--- config.mk ---
export PLATFORM = sky130hd
export DESIGN_NAME = mem_lsu
export DESIGN_NICKNAME = d
export VERILOG_FILES = /design/src/rtl/mem_lsu.sv
export SDC_FILE = /design/constraint.sdc
export NUM_CORES = 1
export LEC_CHECK = 0
export CORE_ASPECT_RATIO = 0.7
export CORE_MARGIN = 8
export CORE_UTILIZATION = 41
export CTS_BUF_LIST = sky130_fd_sc_hd__clkbuf_16
export CTS_CLUSTER_DIAMETER = 30
export DETAILED_ROUTE_END_ITERATION = 16
export GPL_TIMING_DRIVEN = 0
export PLACE_DENSITY = 0.87
export SYNTH_ARGS = -nofsm -noshare
export SYNTH_HDL_FRONTEND = slang
export SYNTH_SLANG_ARGS = --single-unit
--- constraint.sdc ---
create_clock -name clk -period 9.4 [get_ports clk]
set_input_delay 2.82 -clock clk [delete_from_list [all_inputs] [get_ports clk]]
set_output_delay 2.82 -clock clk [all_outputs]
set_load 0.03 [all_outputs]
--- src/rtl/mem_lsu.sv ---
// Load/store stage: decodes memory ops, drives dmem, aligns store data, extends load data,
// traps misaligned/out-of-range accesses and holds a registered MEM/WB result with backpressure.
module mem_lsu #(
    parameter logic [31:0] DATA_BEGIN = 32'h1001_0000,
    parameter logic [31:0] DATA_BYTES = 32'h0000_1000
) (
    input  logic        clk,
    input  logic        rst,
    input  logic        ex_valid,
    output logic        ex_ready,
    input  logic [3:0]  ex_op,
    input  logic [31:0] ex_addr,
    input  logic [31:0] ex_sdata,
    input  logic [31:0] ex_result,
    input  logic [4:0]  ex_wd,
    input  logic        ex_wreg,
    output logic        mem_ce,
    output logic        mem_we,
    output logic [31:0] mem_addr,
    output logic [3:0]  mem_sel,
    output logic [31:0] mem_wdata,
    input  logic [31:0] mem_rdata,
    output logic        wb_valid,
    input  logic        wb_ready,
    output logic [4:0]  wb_wd,
    output logic        wb_wreg,
    output logic [31:0] wb_wdata,
    output logic        exc_valid,
    output logic [4:0]  exc_code,
    output logic [31:0] exc_badaddr,
    input  logic        exc_ack
);

    localparam logic [3:0] OP_LB  = 4'd1;
    localparam logic [3:0] OP_LBU = 4'd2;
    localparam logic [3:0] OP_LH  = 4'd3;
    localparam logic [3:0] OP_LHU = 4'd4;
    localparam logic [3:0] OP_LW  = 4'd5;
    localparam logic [3:0] OP_SB  = 4'd9;
    localparam logic [3:0] OP_SH  = 4'd10;
    localparam logic [3:0] OP_SW  = 4'd11;

    localparam logic [4:0] EXC_ADEL = 5'd4;
    localparam logic [4:0] EXC_ADES = 5'd5;

    typedef enum logic {RUN, EXC} state_t;
    state_t state;

    logic        is_load, is_store;
    logic        sz_byte, sz_half, sz_word;
    logic        in_range, misalign, fault, run, accept;
    logic [32:0] data_end;
    logic [31:0] lane, load_data;
    logic [3:0]  sel_raw;
    logic [31:0] wdata_raw;

    // Lane-shifted read word; byte/half extraction then only looks at the low bits.
    assign lane = mem_rdata >> {ex_addr[1:0], 3'b000};

    always_comb begin
        is_load   = 1'b0;
        is_store  = 1'b0;
        sz_byte   = 1'b0;
        sz_half   = 1'b0;
        sz_word   = 1'b0;
        load_data = lane;
        case (ex_op)
            OP_LB:  begin is_load = 1'b1; sz_byte = 1'b1; load_data = {{24{lane[7]}}, lane[7:0]}; end
            OP_LBU: begin is_load = 1'b1; sz_byte = 1'b1; load_data = {24'h0, lane[7:0]}; end
            OP_LH:  begin is_load = 1'b1; sz_half = 1'b1; load_data = {{16{lane[15]}}, lane[15:0]}; end
            OP_LHU: begin is_load = 1'b1; sz_half = 1'b1; load_data = {16'h0, lane[15:0]}; end
            OP_LW:  begin is_load = 1'b1; sz_word = 1'b1; end
            OP_SB:  begin is_store = 1'b1; sz_byte = 1'b1; end
            OP_SH:  begin is_store = 1'b1; sz_half = 1'b1; end
            OP_SW:  begin is_store = 1'b1; sz_word = 1'b1; end
            default: ;
        endcase
    end

    // Range check carried in 33 bits so a segment ending at 4 GiB does not wrap.
    assign data_end = {1'b0, DATA_BEGIN} + {1'b0, DATA_BYTES};
    assign in_range = ({1'b0, ex_addr} >= {1'b0, DATA_BEGIN}) && ({1'b0, ex_addr} < data_end);
    assign misalign = (sz_half & ex_addr[0]) | (sz_word & (|ex_addr[1:0]));
    assign fault    = (is_load | is_store) & (misalign | ~in_range);

    assign run      = (state == RUN);
    assign ex_ready = run ? (~wb_valid | wb_ready) : 1'b1;
    assign accept   = ex_valid & ex_ready;

    assign mem_ce   = accept & (is_load | is_store) & ~fault & run;
    assign mem_we   = mem_ce & is_store;
    assign mem_addr = ex_addr;

    always_comb begin
        sel_raw   = '0;
        wdata_raw = ex_sdata;
        if (sz_byte) begin
            sel_raw   = 4'b0001 << ex_addr[1:0];
            wdata_raw = {4{ex_sdata[7:0]}};
        end else if (sz_half) begin
            sel_raw   = ex_addr[1] ? 4'b1100 : 4'b0011;
            wdata_raw = {2{ex_sdata[15:0]}};
        end else if (sz_word) begin
            sel_raw   = 4'b1111;
        end
    end

    assign mem_sel   = mem_ce ? sel_raw : '0;
    assign mem_wdata = mem_we ? wdata_raw : '0;

    always_ff @(posedge clk) begin
        if (rst) begin
            state       <= RUN;
            wb_valid    <= 1'b0;
            wb_wd       <= '0;
            wb_wreg     <= 1'b0;
            wb_wdata    <= '0;
            exc_valid   <= 1'b0;
            exc_code    <= '0;
            exc_badaddr <= '0;
        end else begin
            case (state)
                RUN: begin
                    if (accept) begin
                        wb_valid <= 1'b1;
                        wb_wd    <= ex_wd;
                        wb_wreg  <= ex_wreg & ~fault & ~is_store;
                        wb_wdata <= (is_load & ~fault) ? load_data : ex_result;
                        if (fault) begin
                            state       <= EXC;
                            exc_valid   <= 1'b1;
                            exc_code    <= is_store ? EXC_ADES : EXC_ADEL;
                            exc_badaddr <= ex_addr;
                        end
                    end else if (wb_ready) begin
                        wb_valid <= 1'b0;
                    end
                end
                EXC: begin
                    // Flush: requests are accepted and dropped; only the ack leaves this state.
                    if (wb_ready) wb_valid <= 1'b0;
                    if (exc_ack) begin
                        state     <= RUN;
                        exc_valid <= 1'b0;
                    end
                end
                default: state <= RUN;
            endcase
        end
    end

endmodule
==> results.sh, run 1 <==
export IMPL_vdd_drop_max_mv=0.0921
export IMPL_postCtsSetupBuffers=0
export IMPL_synth_edf_count=0
export IMPL_synthArstFlopShare_pct=0
export IMPL_clk_pin_slew_worst_paths_ns=0.06
export IMPL_die_area_um2=15600
export IMPL_dp_hpwl_um=17000
export IMPL_drc=0
export IMPL_syn_area_um2=4830
export IMPL_synth_top_flop_cell="dfxtp_1"
export IMPL_globalRouteOverflowTotal=0
export IMPL_cts_made_buffers=9
export IMPL_power_leakage_nw=3.17
export IMPL_layout_drive_gt1_share_pct=10.4
export IMPL_clk_latency_ns=0.33
export IMPL_routed_wl_um=20800
export IMPL_worstPathArrival_ns=5.97
export IMPL_antenna_cells=0
export IMPL_ys_types=49
export IMPL_avgSynthCellArea_um2=8.12
export IMPL_worst_slew_pin_transition_ns=0.983
export IMPL_io_buffers=285
export IMPL_fin_crit_ns=8.79
export IMPL_syn_to_final_growth_pct=69.2
export IMPL_wl_met3_um=1980
export IMPL_yosys_warnings=0
export IMPL_die_height_um=107
export IMPL_hp_class="register to register"
export IMPL_place_congestion=0.879
export IMPL_ant_nets=0
export IMPL_r2r_slack_ns=7.15
export IMPL_initial_utilization_pct=41.6
export IMPL_max_cap_viol_count=0
export IMPL_synthCells=594
export IMPL_met1_length_um=8800
export IMPL_power_density_nw_per_um2=126
export IMPL_coreArea_um2=11600
export IMPL_fin_skew_ns=0.00825
export IMPL_nets=1035
export IMPL_clockBufferDepth=2
export IMPL_root_buffer="clkbuf_16"
export IMPL_post_route_period_util_pct=93.5
export IMPL_met2WireLength_um=9650
export IMPL_cts_htree_levels=3
export IMPL_setup_slack_ns=0.610
export IMPL_critPathMaxFanout=10
export IMPL_wl_per_cell_um=19.7
export IMPL_ys_ff_latch=75
export IMPL_outcome="complete, no violations"
export IMPL_max_freq_ghz=0.114
export IMPL_vias=5448
export IMPL_final_setup_viol_count=0
export IMPL_cts_resized=0
export IMPL_worstPathRequired_ns=6.58
export IMPL_dp_slack_ns=0.618
export IMPL_start_kind="input pin"
export IMPL_report_final_slew_viol_count=0
export IMPL_rsz0062_at_grt="no"
export IMPL_rows=33
export IMPL_grt_pass1_wl_um=31200
export IMPL_drt_iter0_drc=369
export IMPL_cts_tree="built"
export IMPL_grt_max_degree=16
export IMPL_via_per_inst=5.17
export IMPL_io_pins=291
export IMPL_setup_worst_path_class="input pin to primary output"
export IMPL_track_usage_pct=25.3
export IMPL_grt_pass1_vias=5390
export IMPL_clock_sinks=75
export IMPL_synth_seq_area_share_pct=31.1
export IMPL_setup_tns_ns=0
export IMPL_final_hold_violation_count=0
export IMPL_hold_buffers=0
export IMPL_critPathCaptureType="primary output"
export IMPL_grt_antenna_before_repair=0
export IMPL_highest_layer="met4"
export IMPL_relSlewSlack_pct=34.3
export IMPL_drt_pre_antenna_iters=6
export IMPL_dieWidth_um=146
## Yosys cell counts (all sizes together) (2+ instances only)
| master | number | area share (%) |
|---|---|---|
| nor2 | 83 | 6.5 |
| dfxtp | 75 | 31 |
| mux2i | 72 | 15 |
| nand2b | 69 | 8.9 |
| buf | 50 | 7.3 |
| nand2 | 44 | 3.4 |
| a21oi | 42 | 4.5 |
| a211oi | 32 | 5.1 |
| clkbuf | 29 | 2.3 |
| o221a | 15 | 3.5 |
| nor3 | 12 | 1.3 |
| and3 | 10 | 1.3 |
| nor2b | 10 | 1.3 |
| o21bai | 8 | 1.2 |
| inv | 4 | 0.31 |
| nor4 | 4 | 1.1 |
| nand3 | 3 | 0.31 |
| nor4b | 3 | 0.67 |
| a21o | 2 | 0.31 |
| nand3b | 2 | 0.31 |
| nor3b | 2 | 0.31 |
| o21ai | 2 | 0.21 |
| or2b | 2 | 0.31 |
| or3 | 2 | 0.26 |
| or3b | 2 | 0.36 |
## per-stage QoR
stage / utilization, % / power [mW] / cells / hold WS (ns) / instance area, um2
after floorplan: - / 0.536 / 596 / 0.466 / 4830
after global placement: 67.9 / 0.694 / 1038 / 0.433 / 7880
after detailed placement: 67.9 / 0.698 / 1038 / 0.441 / 7880
after CTS: 70.4 / 1.03 / 1054 / 0.455 / 8170
after global routing: 70.4 / 1.07 / 1054 / 0.460 / 8170
final: 70.4 / 1.03 / 1054 / 0.458 / 8170
## state kept, by name, summed over array words and instances, names as in the netlist
name         count
state            1
exc_valid        1
wb_wdata        32
wb_wreg          1
exc_badaddr     32
wb_valid         1
exc_code         2
wb_wd            5
## report_power, final
part | switching [mW] | total, mW | leakage, nW | internal, mW
Combinational | 0.175 | 0.339 | 2.42 | 0.163
Clock | 0.149 | 0.333 | 0.135 | 0.183
Sequential | 0.0131 | 0.355 | 0.617 | 0.341
Total | 0.338 | 1.03 | 3.17 | 0.688
## final cells by class
cell class              instances  area (um2)
repair buffers                285        2850
plain buffers                  79         459
inverters                       4        15.0
multi-input cells             438        2860
clock inverters                 7        57.6
clock buffers                   9         225
well taps                     157         196
flip-flops and latches         75        1500
fillers                       949        3440
## cell usage in the layout, fill, tap and decap left out, types with 9 or more instances in the layout
cell type | Yosys | routed
clkdlybuf4s50_1 | 0 | 285
nor2_1 | 83 | 83
dfxtp_1 | 75 | 75
mux2i_1 | 72 | 72
nand2b_1 | 69 | 69
nand2_1 | 44 | 44
a21oi_1 | 40 | 40
buf_4 | 39 | 39
a211oi_1 | 31 | 31
clkbuf_1 | 29 | 29
o221a_2 | 15 | 15
nor3_1 | 11 | 11
and3_1 | 10 | 10
nor2b_1 | 10 | 10
clkbuf_16 | 0 | 9
## critical path, cell delays in order
cell             delay, ns
clkdlybuf4s50_1       0.45
nor4b_2               0.40
nand4_2               0.25
nor3_2                0.55
nand2_1               0.29
clkbuf_1              0.31
a21oi_1               0.19
clkdlybuf4s50_1       0.69
## layer usage
layer | vias to the layer above | track usage (%)
li1 | 2629 | -
met1 | 2516 | 31.5
met2 | 278 | 41.7
met3 | 25 | 8.54
met5 | - | 0
met4 | 0 | 6.00
## worst paths after layout
path / from / to / depth (start not counted)
setup / recovery: ex_addr[29] / mem_wdata[15] / 8
setup reg to reg: state / exc_badaddr[26] / 8
hold reg to reg: exc_code[2] / exc_code[2] / 2
hold / removal: exc_code[2] / exc_code[2] / 2
## cells by family after synthesis
logic type / synth area share [%]
AOI/OAI and AO/OA: 16.2
DFF: 31.1
and+or+nand+nor: 27.2
xor gates and xnor gates: 0.182
other: 0.0777
buffers and inverters: 9.83
muxes: 15.4
Note: power is estimated with default switching activity, not from simulation.
==> run 2, diff against run 1 <==
- CORE_ASPECT_RATIO: 0.7 -> default
==> results.sh, run 2 (synthesis gave the netlist of run 1 again) <==
export IMPL_die_height_um=124
export IMPL_fin_crit_ns=9.12
export IMPL_final_setup_viol_count=0
export IMPL_rr_worst_depth=8
export IMPL_multiInputGateArea_um2=2860
export IMPL_vdd_drop_max_mv=0.0941
export IMPL_met2WireLength_um=10000
export IMPL_dp_hpwl_um=16600
export IMPL_root_buffer="clkbuf_16"
export IMPL_reg_top3="exc_badaddr (32), wb_wdata (32), wb_wd (5)"
export IMPL_layout_common_cells="clkdlybuf4s50_1, nor2_1, dfxtp_1"
export IMPL_die_area_um2=15500
export IMPL_hold_ws_ns=0.449
export IMPL_r2r_end="exc_badaddr[16]"
export IMPL_cts_htree_levels=3
export IMPL_relSlewSlack_pct=38.8
export IMPL_r2r_start="state"
export IMPL_final_hold_violation_count=0
export IMPL_routed_wl_um=20100
export IMPL_final_common_cell="clkdlybuf4s50_1"
export IMPL_drc=0
export IMPL_cts_tree="built"
export IMPL_cts_resized=0
export IMPL_r2r_slack_ns=7.15
export IMPL_drt_pre_antenna_iters=4
export IMPL_setup_tns_ns=0
export IMPL_crit_slowest_cell="clkdlybuf4s50_1"
export IMPL_critPathMaxFanout=10
export IMPL_clock_sinks=75
export IMPL_hold_buffers=0
export IMPL_max_freq_ghz=0.110
export IMPL_highest_layer="met4"
export IMPL_nets=1035
export IMPL_rsz0062_at_grt="no"
export IMPL_critPathMaxStageDelay_ns=0.76
export IMPL_worstPathArrival_ns=6.30
export IMPL_io_pins=291
export IMPL_regArea_um2=1500
export IMPL_clk_latency_ns=0.33
export IMPL_critPathTopFamily="buffers and inverters"
export IMPL_drt_iter0_drc=307
export IMPL_total_power_mw=1.02
export IMPL_track_usage_pct=24.9
export IMPL_post_route_period_util_pct=97.0
export IMPL_holdPathStages=2
export IMPL_ant_nets=0
export IMPL_outcome="complete, no violations"
export IMPL_report_final_slew_viol_count=0
export IMPL_vias=5457
export IMPL_grt_pass1_vias=5683
export IMPL_syn_to_final_growth_pct=68.8
export IMPL_whs_endpoint="exc_code[2]"
export IMPL_dieWidth_um=124
export IMPL_clk_pin_slew_worst_paths_ns=0.05
export IMPL_clockBufferDepth=2
export IMPL_power_density_nw_per_um2=125
export IMPL_worst_slew_pin_transition_ns=0.917
export IMPL_wl_per_cell_um=19.3
export IMPL_io_buffers=285
export IMPL_initial_utilization_pct=42.1
export IMPL_n_fill_cell=939
export IMPL_layout_drive_gt1_share_pct=9.81
export IMPL_setup_slack_ns=0.280
export IMPL_coreArea_um2=11500
export IMPL_start_kind="input pin"
export IMPL_met1_length_um=8000
export IMPL_grt_max_degree=12
export IMPL_max_cap_viol_count=0
export IMPL_crit_chain="clkdlybuf4s50_1 > buf_2 > nor2_1 > or3_1 > nor2_1 > nand2_1 > buf_2 > a211oi_1 > clkdlybuf4s50_1"
export IMPL_dp_slack_ns=0.405
export IMPL_wl_met3_um=1620
export IMPL_postCtsSetupBuffers=0
export IMPL_hold_start="exc_code[2]"
export IMPL_critical_path_buf_inv_count=4
export IMPL_grt_pass1_wl_um=31200
export IMPL_cts_made_buffers=9
export IMPL_antenna_cells=0
export IMPL_rows=39
export IMPL_fin_util_pct=71.0
export IMPL_worstPathRequired_ns=6.58
export IMPL_critPathCaptureType="primary output"
export IMPL_place_congestion=0.896
export IMPL_via_per_inst=5.25
export IMPL_hp_class="register to register"
export IMPL_grt_antenna_before_repair=0
export IMPL_globalRouteOverflowTotal=0
export IMPL_power_leakage_nw=3.19
export IMPL_fin_skew_ns=0.00511
export IMPL_setup_worst_path_class="input pin to primary output"
-- run 2: changes by cell type in the layout (fill, tap and decap cells not counted) --
cell | before | now
inv_6 | 3 | 0
inv_8 | 1 | 0
clkinvlp_4 | 2 | 0
inv_1 | 4 | 8
clkinv_1 | 0 | 1
bufinv_16 | 0 | 1
-- run 2: worst max-delay path by stage --
stage,start,endpoint,slack (ns),depth (start not counted)
2_1_floorplan,ex_addr[12],mem_wdata[28],1.77,6
3_3_place_gp,ex_addr[12],mem_wdata[28],0.40,8
3_5_place_dp,ex_addr[12],mem_wdata[28],0.41,8
4_1_cts,ex_addr[12],mem_wdata[28],0.39,8
5_1_grt,ex_op[0],mem_wdata[28],0.1,9
6_report,ex_op[0],mem_wdata[28],0.28,9
-- run 2: power breakdown --
group          total (mW)  internal, mW  switching, mW
sequential          0.353         0.342         0.0116
clock               0.329         0.200          0.129
combinational       0.339         0.163          0.176
-- run 2: metrics by stage --
stage	cell area, um2	cells
after global routing	8140	1040
final	8140	1040
after floorplan	4830	596
after CTS	8140	1040
after detailed placement	7870	1024
after global placement	7870	1024
-- run 2: metal layers --
layer	vias up	GRT usage (%)
met5	-	0
met4	0	8.43
met3	26	8.13
met2	243	43.9
met1	2558	27.4
li1	2630	-
-- run 2: area by class of cell --
cell class                 instances  share of cell area [%]
multi-input combinational        438                    35.1
timing repair buffer             285                    35.0
sequential                        75                    18.4
buffer                            79                    5.64
clock buffer                       9                    2.77
tap                              143                    2.20
clock inverter                     7                   0.661
inverter                           4                   0.184
-- run 2: worst register-to-register path, delay by kind of cell (launching register included) --
family                 cells  cell delay, ns
buffers and inverters      3            0.73
AND/OR/NAND/NOR            3            0.49
AO/OA/AOI/OAI              1            0.41
flip-flops                 1            0.32
multiplexers               1            0.23
